## src/rtl/stride_prefetcher_if.sv

```systemverilog
// Load-side bus between the core/cache and the stride prefetcher.
// The master drives load/issue traffic; the slave (prefetcher) returns requests and ORL tags.
interface stride_prefetcher_if;
  logic [15:0] pc;
  logic        dReadEnable;
  logic [15:0] dAddress;
  logic        memIssue;
  logic [15:0] memIssueAddr;
  logic        memRequest;
  logic [15:0] requestAddress;
  logic [15:0] orlOutput;
  logic        orlValid;

  modport master (
    output pc, dReadEnable, dAddress, memIssue, memIssueAddr,
    input  memRequest, requestAddress, orlOutput, orlValid
  );

  modport slave (
    input  pc, dReadEnable, dAddress, memIssue, memIssueAddr,
    output memRequest, requestAddress, orlOutput, orlValid
  );
endinterface

```

## src/rtl/stride_prefetcher.sv

```systemverilog
// PC-indexed stride prefetcher: trains an RPT on demand loads, queues predicted blocks,
// issues them when the load port is idle, and tracks in-flight memory returns (ORL).
module stride_prefetcher #(
  parameter int unsigned RPT_ENTRIES = 16,
  parameter int unsigned PQ_DEPTH    = 2,
  parameter int unsigned MEM_LATENCY = 4
) (
  input logic               clk,
  input logic               reset,
  stride_prefetcher_if.slave io
);
  localparam int unsigned AW      = 16;
  localparam int unsigned IDX_W   = $clog2(RPT_ENTRIES);
  localparam int unsigned TAG_W   = AW - IDX_W;
  localparam int unsigned CNT_W   = $clog2(PQ_DEPTH + 1);
  localparam int unsigned BLK_LSB = 2;
  localparam int unsigned BLK_W   = AW - BLK_LSB;

  typedef enum logic [1:0] {
    ST_INIT      = 2'd0,
    ST_TRANSIENT = 2'd1,
    ST_STEADY    = 2'd2,
    ST_NOPRED    = 2'd3
  } rpt_state_e;

  function automatic logic [BLK_W-1:0] blk(input logic [AW-1:0] a);
    return a[AW-1:BLK_LSB];
  endfunction

  logic [RPT_ENTRIES-1:0] rpt_valid_q;
  logic [TAG_W-1:0]       rpt_tag_q    [RPT_ENTRIES];
  logic [AW-1:0]          rpt_prev_q   [RPT_ENTRIES];
  logic [AW-1:0]          rpt_stride_q [RPT_ENTRIES];
  rpt_state_e             rpt_state_q  [RPT_ENTRIES];

  logic [AW-1:0]    pq_addr_q [PQ_DEPTH];
  logic [AW-1:0]    pq_addr_d [PQ_DEPTH];
  logic [CNT_W-1:0] pq_cnt_q, pq_cnt_d;

  logic [MEM_LATENCY-1:0] orl_vld_q, orl_vld_d;
  logic [AW-1:0]          orl_addr_q [MEM_LATENCY];
  logic [AW-1:0]          orl_addr_d [MEM_LATENCY];

  logic [IDX_W-1:0] idx;
  logic [TAG_W-1:0] tag;
  logic             hit, correct, cand_valid, dup, pop, push, mem_req, orl_valid;
  logic [AW-1:0]    delta, stride_d, cand_addr;
  rpt_state_e       state_d;

  // RPT lookup and stride-confidence state transition for the presented load.
  always_comb begin
    idx      = io.pc[IDX_W-1:0];
    tag      = io.pc[AW-1:IDX_W];
    hit      = rpt_valid_q[idx] && (rpt_tag_q[idx] == tag);
    delta    = io.dAddress - rpt_prev_q[idx];
    correct  = (delta == rpt_stride_q[idx]);
    state_d  = ST_INIT;
    stride_d = '0;
    if (hit) begin
      stride_d = rpt_stride_q[idx];
      unique case (rpt_state_q[idx])
        ST_INIT: begin
          if (correct) state_d = ST_STEADY;
          else begin
            state_d  = ST_TRANSIENT;
            stride_d = delta;
          end
        end
        ST_TRANSIENT: begin
          if (correct) state_d = ST_STEADY;
          else begin
            state_d  = ST_NOPRED;
            stride_d = delta;
          end
        end
        ST_STEADY: begin
          state_d = correct ? ST_STEADY : ST_INIT;
        end
        ST_NOPRED: begin
          if (correct) state_d = ST_TRANSIENT;
          else begin
            state_d  = ST_NOPRED;
            stride_d = delta;
          end
        end
      endcase
    end
    cand_addr  = io.dAddress + stride_d;
    cand_valid = io.dReadEnable && hit && (state_d == ST_STEADY) && (stride_d != '0);
  end

  // Drop candidates whose block is already demanded, queued, issuing or in flight.
  always_comb begin
    dup = (blk(cand_addr) == blk(io.dAddress)) ||
          (io.memIssue && (blk(cand_addr) == blk(io.memIssueAddr)));
    for (int unsigned i = 0; i < PQ_DEPTH; i++) begin
      if ((CNT_W'(i) < pq_cnt_q) && (blk(pq_addr_q[i]) == blk(cand_addr))) dup = 1'b1;
    end
    for (int unsigned i = 0; i < MEM_LATENCY; i++) begin
      if (orl_vld_q[i] && (blk(orl_addr_q[i]) == blk(cand_addr))) dup = 1'b1;
    end
  end

  assign mem_req = !reset && (pq_cnt_q != '0) && !io.dReadEnable;
  assign pop     = mem_req;

  // Shift-style FIFO: pop first so a full queue can still accept this cycle's candidate.
  always_comb begin
    pq_addr_d = pq_addr_q;
    pq_cnt_d  = pq_cnt_q;
    if (pop) begin
      for (int unsigned i = 0; i + 1 < PQ_DEPTH; i++) pq_addr_d[i] = pq_addr_q[i + 1];
      pq_cnt_d = pq_cnt_q - CNT_W'(1);
    end
    push = cand_valid && !dup && (pq_cnt_d < CNT_W'(PQ_DEPTH));
    if (push) begin
      for (int unsigned i = 0; i < PQ_DEPTH; i++) begin
        if (CNT_W'(i) == pq_cnt_d) pq_addr_d[i] = cand_addr;
      end
      pq_cnt_d = pq_cnt_d + CNT_W'(1);
    end
  end

  always_comb begin
    orl_vld_d[0]  = io.memIssue;
    orl_addr_d[0] = io.memIssueAddr;
    for (int unsigned i = 1; i < MEM_LATENCY; i++) begin
      orl_vld_d[i]  = orl_vld_q[i - 1];
      orl_addr_d[i] = orl_addr_q[i - 1];
    end
  end

  always_ff @(posedge clk) begin
    if (reset) begin
      rpt_valid_q <= '0;
      pq_cnt_q    <= '0;
      orl_vld_q   <= '0;
    end else begin
      if (io.dReadEnable) rpt_valid_q[idx] <= 1'b1;
      pq_cnt_q  <= pq_cnt_d;
      orl_vld_q <= orl_vld_d;
    end
  end

  // Payload storage; qualified by the valid bits / count above.
  always_ff @(posedge clk) begin
    if (io.dReadEnable) begin
      rpt_tag_q[idx]    <= tag;
      rpt_prev_q[idx]   <= io.dAddress;
      rpt_stride_q[idx] <= stride_d;
      rpt_state_q[idx]  <= state_d;
    end
    pq_addr_q  <= pq_addr_d;
    orl_addr_q <= orl_addr_d;
  end

  assign orl_valid         = !reset && orl_vld_q[MEM_LATENCY-1];
  assign io.memRequest     = mem_req;
  assign io.requestAddress = (reset || (pq_cnt_q == '0)) ? '0 : pq_addr_q[0];
  assign io.orlValid       = orl_valid;
  assign io.orlOutput      = orl_valid ? orl_addr_q[MEM_LATENCY-1] : 16'hFFFF;
endmodule

```

## src/flat_wrapper.sv

```systemverilog
// flat-port wrapper written by rule: the top's interface ports become plain ports
module stride_prefetcher_flat 
#(
  parameter int unsigned RPT_ENTRIES = 16,
  parameter int unsigned PQ_DEPTH    = 2,
  parameter int unsigned MEM_LATENCY = 4
)
  (clk, reset, io_pc, io_dReadEnable, io_dAddress, io_memIssue, io_memIssueAddr, io_memRequest, io_requestAddress, io_orlOutput, io_orlValid);
  stride_prefetcher_if io_i ();
  input logic clk;
  input logic reset;
  input wire logic [$bits(io_i.pc)-1:0] io_pc;
  input wire logic [$bits(io_i.dReadEnable)-1:0] io_dReadEnable;
  input wire logic [$bits(io_i.dAddress)-1:0] io_dAddress;
  input wire logic [$bits(io_i.memIssue)-1:0] io_memIssue;
  input wire logic [$bits(io_i.memIssueAddr)-1:0] io_memIssueAddr;
  output wire logic [$bits(io_i.memRequest)-1:0] io_memRequest;
  output wire logic [$bits(io_i.requestAddress)-1:0] io_requestAddress;
  output wire logic [$bits(io_i.orlOutput)-1:0] io_orlOutput;
  output wire logic [$bits(io_i.orlValid)-1:0] io_orlValid;
  assign io_i.pc = io_pc;
  assign io_i.dReadEnable = io_dReadEnable;
  assign io_i.dAddress = io_dAddress;
  assign io_i.memIssue = io_memIssue;
  assign io_i.memIssueAddr = io_memIssueAddr;
  assign io_memRequest = io_i.memRequest;
  assign io_requestAddress = io_i.requestAddress;
  assign io_orlOutput = io_i.orlOutput;
  assign io_orlValid = io_i.orlValid;
  stride_prefetcher #(.RPT_ENTRIES(RPT_ENTRIES), .PQ_DEPTH(PQ_DEPTH), .MEM_LATENCY(MEM_LATENCY)) u_core (.clk(clk), .reset(reset), .io(io_i));
endmodule
```

## config.mk

```make
export PLATFORM = sky130hd
export DESIGN_NAME = stride_prefetcher_flat
export DESIGN_NICKNAME = d
export VERILOG_FILES = /design/src/rtl/stride_prefetcher_if.sv /design/src/rtl/stride_prefetcher.sv /design/src/flat_wrapper.sv
export SDC_FILE = /design/constraint.sdc
export NUM_CORES = 1
export LEC_CHECK = 0
export ABC_AREA = 1
export CORE_ASPECT_RATIO = 1.1
export CORE_MARGIN = 2
export CORE_UTILIZATION = 56
export DETAILED_ROUTE_END_ITERATION = 12
export GPL_ROUTABILITY_DRIVEN = 0
export GPL_TIMING_DRIVEN = 1
export PLACE_DENSITY = 0.82
export SKIP_LAST_GASP = 1
export SLEW_MARGIN = 0
export SYNTH_ARGS = -nofsm -noshare
export SYNTH_HDL_FRONTEND = slang
export SYNTH_SLANG_ARGS = --single-unit
```

## constraint.sdc

```tcl
create_clock -name clk -period 8.9 [get_ports clk]
set_input_delay 1.335 -clock clk [delete_from_list [all_inputs] [get_ports clk]]
set_output_delay 1.335 -clock clk [all_outputs]
set_load 0.05 [all_outputs]
```

==> results of run 1 <==
-- critical path: cells and delay by family --
family          cells  cell delay [ns]
simple gates       25             3.63
compound gates      7             1.36
fa+ha+maj           3             1.06
buf+inv             6             1.29
xor+xnor            1             0.26
-- cells in the mapped netlist, types with 2 or more instances --
master    count
a21oi_1      91
nor3_2        2
a22oi_1     146
nand2_4       2
nor2_2        5
nand4_2       2
nand4_1      63
or2_2         6
inv_2         7
xnor2_1      11
and3_1        5
nor4_1       18
buf_6        12
or2_1         2
nand2_2      25
buf_1        16
buf_2        38
nor2_1      287
nand3_2       3
o21ai_0     104
inv_1       225
edfxtp_1    752
a21o_1        2
nor3b_1       3
clkinv_1      6
o211ai_1      4
ha_1         37
o21ai_1      14
o22ai_1     132
clkbuf_1     41
nand3_1     157
nand3b_1     17
nor3_1       22
buf_4        22
xor2_1       31
nor2_4        3
o21ba_2       2
nand2_1    1012
dfxtp_1     102
-- per-layer routing --
metal | global-route usage [%] | up-vias | share of wire, %
li1 | - | 12484 | -
met1 | 35.5 | 13199 | 35
met2 | 50.5 | 1974 | 48
met3 | 5.79 | 439 | 11
met4 | 17.1 | 0 | 5.9
met5 | 0 | - | 0
-- power by group through the flow --
| stage | sequential (W) | combinational [W] | clock, W |
|---|---|---|---|
| 2_1_floorplan | 0.00454 | 0.000537 | 0 |
| 3_3_place_gp | 0.00454 | 0.000813 | 0 |
| 3_5_place_dp | 0.00454 | 0.000830 | 0 |
| 4_1_cts | 0.00446 | 0.000842 | 0.00348 |
| 5_1_grt | 0.00446 | 0.000934 | 0.00362 |
| 6_report | 0.00446 | 0.000866 | 0.00346 |
-- logic make-up after synthesis --
| logic type | synth area share [%] |
|---|---|
| AND/OR/NAND/NOR | 18.6 |
| flip-flops | 66.4 |
| AO/OA/AOI/OAI | 8.31 |
| buffers and inverters | 4.31 |
| XOR/XNOR | 1.04 |
| adder cells (fa/ha/maj) | 1.30 |
| multiplexers | 0.0270 |
-- cell type report --
cell class	count	area, µm²	share of cell area, %
inverters	238	893	2.10
repair buffers	247	2190	5.15
well taps	850	1060	2.50
clock buffers	103	2170	5.11
flip-flops and latches	854	24600	57.9
multi-input cells	2221	11000	26.0
clock inverters	46	504	1.19
-- worst max path at each step --
stage / startpoint / endpoint / slack (ns) / cells after the start
after floorplan: io_pc[1] / u_core.pq_addr_q[0]$_DFFE_PP_ / 0.03 / 47
after global placement: io_pc[1] / u_core.pq_addr_q[3]$_DFFE_PP_ / 0.13 / 38
after detailed placement: io_pc[1] / u_core.pq_addr_q[3]$_DFFE_PP_ / -0.03 / 39
after CTS: io_pc[1] / u_core.pq_addr_q[5]$_DFFE_PP_ / 0.54 / 41
after global routing: io_pc[1] / u_core.pq_addr_q[15]$_DFFE_PP_ / -0.008 / 39
final: io_pc[1] / u_core.pq_addr_q[27]$_DFF_P_ / 0.45 / 42
-- repair_timing --
| action | 4_1_cts | 5_1_grt |
|---|---|---|
| gates resized for setup | 0 | 8 |
| hold buffers | 0 | 0 |
| setup endpoints to repair | 0 | 32 |
-- sequential cells by signal (all words and copies together), names as in the netlist, 16 cells and up --
name / count
u_core.rpt_valid_q: 16
u_core.rpt_state_q: 32
u_core.rpt_tag_q: 192
u_core.orl_addr_d: 48
u_core.orl_addr_q: 16
u_core.pq_addr_q: 32
u_core.rpt_stride_q: 256
u_core.rpt_prev_q: 256
-- per-stage QoR --
stage / TNS (ns) / hold WS [ns] / area, µm²
finish: 0 / 0.325 / 42500
global route: -0.0389 / 0.333 / 42500
CTS: 0 / 0.326 / 42500
detailed placement: -0.438 / 0.312 / 39800
global placement: 0 / 0.314 / 39800
floorplan: 0 / 0.310 / 37100
==> reports/metrics.cfg, run 1 <==
[synthesis]
synth_area_leader_cell=edfxtp_1
synth-main-ff-cell=edfxtp_1
yosysWarnings=0
synth_seq_area_share_pct=66.4
ys_types=52
async_flop_share_pct=0
synth_top_area_share_pct=60.9
netlist_area_um2=37100
synth.avg_cell_area_um2=10.8
syn_inst=3442
synthTopCellsByArea=edfxtp_1 (61%), nand2_1 (10%), dfxtp_1 (5.5%)
synth_edf_count=752
ys_seq_elements=854
syn_nets=3532

[critical_path]
crit_fanout=15
slowest_stage=or4_1
end_kind=flip-flop
r2r_cells=38
critPathKind=in -> reg
worstSetupStartpointType=input port
reg2reg_to=u_core.pq_addr_q[27]$_DFF_P_
required_ns=9.43
regToRegSetupSlack_ns=1.60
cpPeakStageDelay_ns=0.62
cpMostUsedCell=nand2_1
crit_arrival_ns=8.99
rr_startpoint=u_core.rpt_prev_q[13][0]$_DFFE_PP_

[layout]
mostFrequentLayoutCell=nand2_1
final_cell_mix=nand2_1 (1,011), edfxtp_1 (752), nor2_1 (265), inv_1 (224), nand3_1 (157)
nets=3734
antenna_cells=0
fillers=4601
final_util_pct=65.1
area_growth_pct=14.6
stdcell_count=4559
drive_gt1_share_pct=10.0

[sta]
setup_ws_ns=0.446
worst_pin_slew_ns=1.33
hold_violations=0
finalCritPeriodShare_pct=95.0
slew_headroom_pct=11.4
period_minus_slack_ns=8.45
max_clock_freq_mhz=118
report.final.slew_viol_count=0
setup_viol=0
finClkSkew_ns=0.0479

[status]
outcome=finished, final reports clean

[global_route]
grt_pass1_vias=27284
grt_pass1_wl_mm=154
grt_max_degree=74
grt_overflow=0
grt.total_usage_pct=29.7
antenna_found_initial=0

[floorplan]
start_util_pct=56.8
num_rows=98
fp.coreArea_um2=65200
die_w_um=249
io_pins=86
die-area_um2=68300
dieHeight_um=274

[route]
avgRoutedWirePerCell_um=22.7
totalWireLength_mm=104
drt_pass1_iterations=7
drt_iter0_drc=3755
dr_total_vias=28096
drt_drc_violations_left=0
drtAntennaViolNets=0
vias_per_cell=6.16

[clock_tree]
cts_setup_buffers=0
clkLatencyLatePin_ns=0.67
cts_tree=yes
clockBufferDepth=3
htree_levels=3
cts_made_buffers=82
clkSlewWorstSetupHoldPaths_ns=0.06
cts_root_buf=clkbuf_16
cts_sinks=854

[min_path]
hold_path_startpoint=u_core.orl_addr_d[1]$_DFF_P_
holdPathEnd=u_core.orl_addr_q[1]$_DFF_P_
hold_path_class=reg -> reg
min_path_cells=0

[power_and_ir_drop]
irDropWorstVdd_uv=165
comb_power_share_pct=9.9
p_int_w=0.00661
clockPowerShare_pct=39.4
switchingPower_w=0.00218
swShare_pct=24.8
p_leak_nw=16.7
power.total_w=0.00879
power_frac_seq_pct=50.7
p_per_area_nw_per_um2=207

[place]
dp_slack_ns=-0.0286
dp_cells=4410
portBuffers=85
dpl.hpwl_mm=60.7

[run]
cap_violations=0

Power figures use the tool's default switching activity.
==> run 2, diff against run 1 <==
--- a/config.mk
+++ b/config.mk
@@ -8,11 +8,12 @@
 export ABC_AREA = 1
 export CORE_ASPECT_RATIO = 1.1
 export CORE_MARGIN = 2
-export CORE_UTILIZATION = 56
+export CORE_UTILIZATION = 62
 export DETAILED_ROUTE_END_ITERATION = 12
 export GPL_ROUTABILITY_DRIVEN = 0
 export GPL_TIMING_DRIVEN = 1
-export PLACE_DENSITY = 0.82
+export PLACE_DENSITY = 0.86
+export SKIP_CTS_REPAIR_TIMING = 1
 export SKIP_LAST_GASP = 1
 export SLEW_MARGIN = 0
 export SYNTH_ARGS = -nofsm -noshare
==> constraint.sdc (replaced) <==
create_clock -name clk -period 9.4 [get_ports clk]
set_input_delay 1.41 -clock clk [delete_from_list [all_inputs] [get_ports clk]]
set_output_delay 1.41 -clock clk [all_outputs]
set_load 0.05 [all_outputs]
==> run 2 against run 1 <==
Against the previous run: sequential cell count is the same; critical path depth shrank 2; routed wire length grew 0.69%; clock skew shrank 0.0088 ns; core utilization grew 5.1 points; non-clock buffer count shrank 60; critical path type unchanged; critical endpoint is now u_core.pq_addr_q[1]$_DFFE_PP_.
==> reports/metrics.cfg, run 2 (synthesis results as in run 1) <==
[critical_path]
crit_arrival_ns=9.11  ; +0.12 ns
end_kind=flip-flop
cpPeakStageDelay_ns=0.53  ; -0.09 ns
cpMostUsedCell=nand2_1
crit_fanout=44  ; +29
critPathKind=in -> reg
required_ns=9.75  ; +0.32 ns
worstSetupStartpointType=input port
slowest_stage=clkdlybuf4s50_1

[run]
cap_violations=0  ; unchanged

[route]
wl_met1_mm=35.1  ; -2.6%
dr_total_vias=28313  ; +0.77%
vias_per_cell=6.41  ; +4.0%
met2_length_mm=49.7  ; -0.83%
top_layer=met4
drt_drc_violations_left=0  ; unchanged
drtAntennaViolNets=0  ; unchanged
drt_pass1_iterations=8  ; +1
met3_length_mm=12.6  ; +10%
avgRoutedWirePerCell_um=23.6  ; +4.0%
totalWireLength_mm=104  ; +0.69%
drt_iter0_drc=3886  ; +3.5%

[global_route]
grt_pass1_vias=27635  ; +1.3%
grt_overflow=0  ; unchanged
grt_pass1_wl_mm=156  ; +1.1%
antenna_found_initial=0  ; unchanged
grt_max_degree=77  ; +4.1%
grt.total_usage_pct=33.4  ; +3.8 points

[clock_tree]
cts_sinks=854  ; unchanged
cts_root_buf=clkbuf_16
cts_made_buffers=82  ; unchanged
cts_tree=yes
clkSlewWorstSetupHoldPaths_ns=0.06  ; about the same
htree_levels=3  ; unchanged
clockBufferDepth=3  ; unchanged
clkLatencyLatePin_ns=0.67  ; about the same

[power_and_ir_drop]
irDropWorstVdd_uv=140  ; -15%
power.total_w=0.00829  ; -5.7%
p_per_area_nw_per_um2=198  ; -4.1%
p_leak_nw=16.4  ; -1.8%

[layout]
area_growth_pct=12.7
drive_gt1_share_pct=8.25  ; -1.8 points
antenna_cells=0  ; unchanged
reg.largest.list=u_core.rpt_prev_q: 256 flops, u_core.rpt_stride_q: 256 flops, u_core.rpt_tag_q: 192 flops
nets=3674  ; -1.6%
final_cell_mix=nand2_1 (1,011), edfxtp_1 (752), nor2_1 (266), inv_1 (224), nand3_1 (157)
mostFrequentLayoutCell=nand2_1

[sta]
grt_setup_unrepaired=false
finClkSkew_ns=0.0391  ; -0.00880 ns
tns_ns=0  ; unchanged
hold_violations=0  ; unchanged
report.final.slew_viol_count=0  ; unchanged
period_minus_slack_ns=8.76
slew_headroom_pct=6.00  ; -5.4 points
worst_pin_slew_ns=1.41  ; +0.0802 ns
finalCritPeriodShare_pct=93.2
max_clock_freq_mhz=114
setup_viol=0  ; unchanged

[floorplan]
fp.coreArea_um2=59500  ; -8.8%
die_w_um=237  ; -4.9%
dieHeight_um=260  ; -4.9%
die-area_um2=61800  ; -9.5%
num_rows=94  ; -4.1%
start_util_pct=62.3  ; +5.5 points
io_pins=86  ; unchanged

[place]
portBuffers=85  ; unchanged
dpl.hpwl_mm=59.8  ; -1.5%

[min_path]
hold_path_class=reg -> reg

[status]
outcome=finished, final reports clean

## run 2: critical path: cells and delay by family
kind,cells,cell delay [ns]
AOI/OAI and AO/OA,6,1.49
xor gates and xnor gates,2,0.49
adders and majority gates,2,0.72
buffers and inverters,7,1.83
and+or+nand+nor,23,3.13
## run 2: per-layer routing
| layer | GRT usage (%) | vias up |
|---|---|---|
| li1 | - | 12348 |
| met1 | 40.4 | 13172 |
| met2 | 55.0 | 2274 |
| met3 | 7.46 | 519 |
| met4 | 21.3 | 0 |
| met5 | 0 | - |
## run 2: metrics by stage
stage | area, µm² | hold slack [ns] | instances | setup WS [ns] | utilization, %
floorplan | 37100 | 0.310 | 3442 | 0.211 | -
global placement | 39100 | 0.314 | 4268 | 0.465 | 65.8
detailed placement | 39100 | 0.312 | 4268 | 0.325 | 65.8
CTS | 41800 | 0.315 | 4416 | 0.740 | 70.2
global route | 41800 | 0.331 | 4416 | 0.0611 | 70.2
finish | 41800 | 0.319 | 4416 | 0.641 | 70.2
## run 2: worst paths after layout
path	startpoint	to	slack, ns	depth (start not counted)
worst max-delay path	io_pc[1]	u_core.pq_addr_q[1]$_DFFE_PP_	0.64	40
worst min-delay path	u_core.orl_addr_d[17]$_DFF_P_	u_core.orl_addr_d[1]$_DFF_P_	0.32	0
worst max register to register	u_core.rpt_prev_q[12][0]$_DFFE_PP_	u_core.pq_addr_q[1]$_DFFE_PP_	1.93	35
worst min register to register	u_core.orl_addr_d[17]$_DFF_P_	u_core.orl_addr_d[1]$_DFF_P_	0.32	0
## run 2: cell type report
cell class	count	area, µm²
Clock inverter	41	407
Fill cell	3825	17700
Timing Repair Buffer	187	1670
Clock buffer	107	2230
Tap cell	768	961
Inverter	238	893
Sequential cell	854	24600
Multi-Input combinational cell	2221	11000
## run 2: report_power, final
| group | leakage (nW) | internal (W) | switching, W |
|---|---|---|---|
| Combinational | 7.22 | 0.000246 | 0.000567 |
| Clock | 1.28 | 0.00182 | 0.00143 |
| Sequential | 7.86 | 0.00419 | 0.0000356 |
| Total | 16.4 | 0.00626 | 0.00203 |
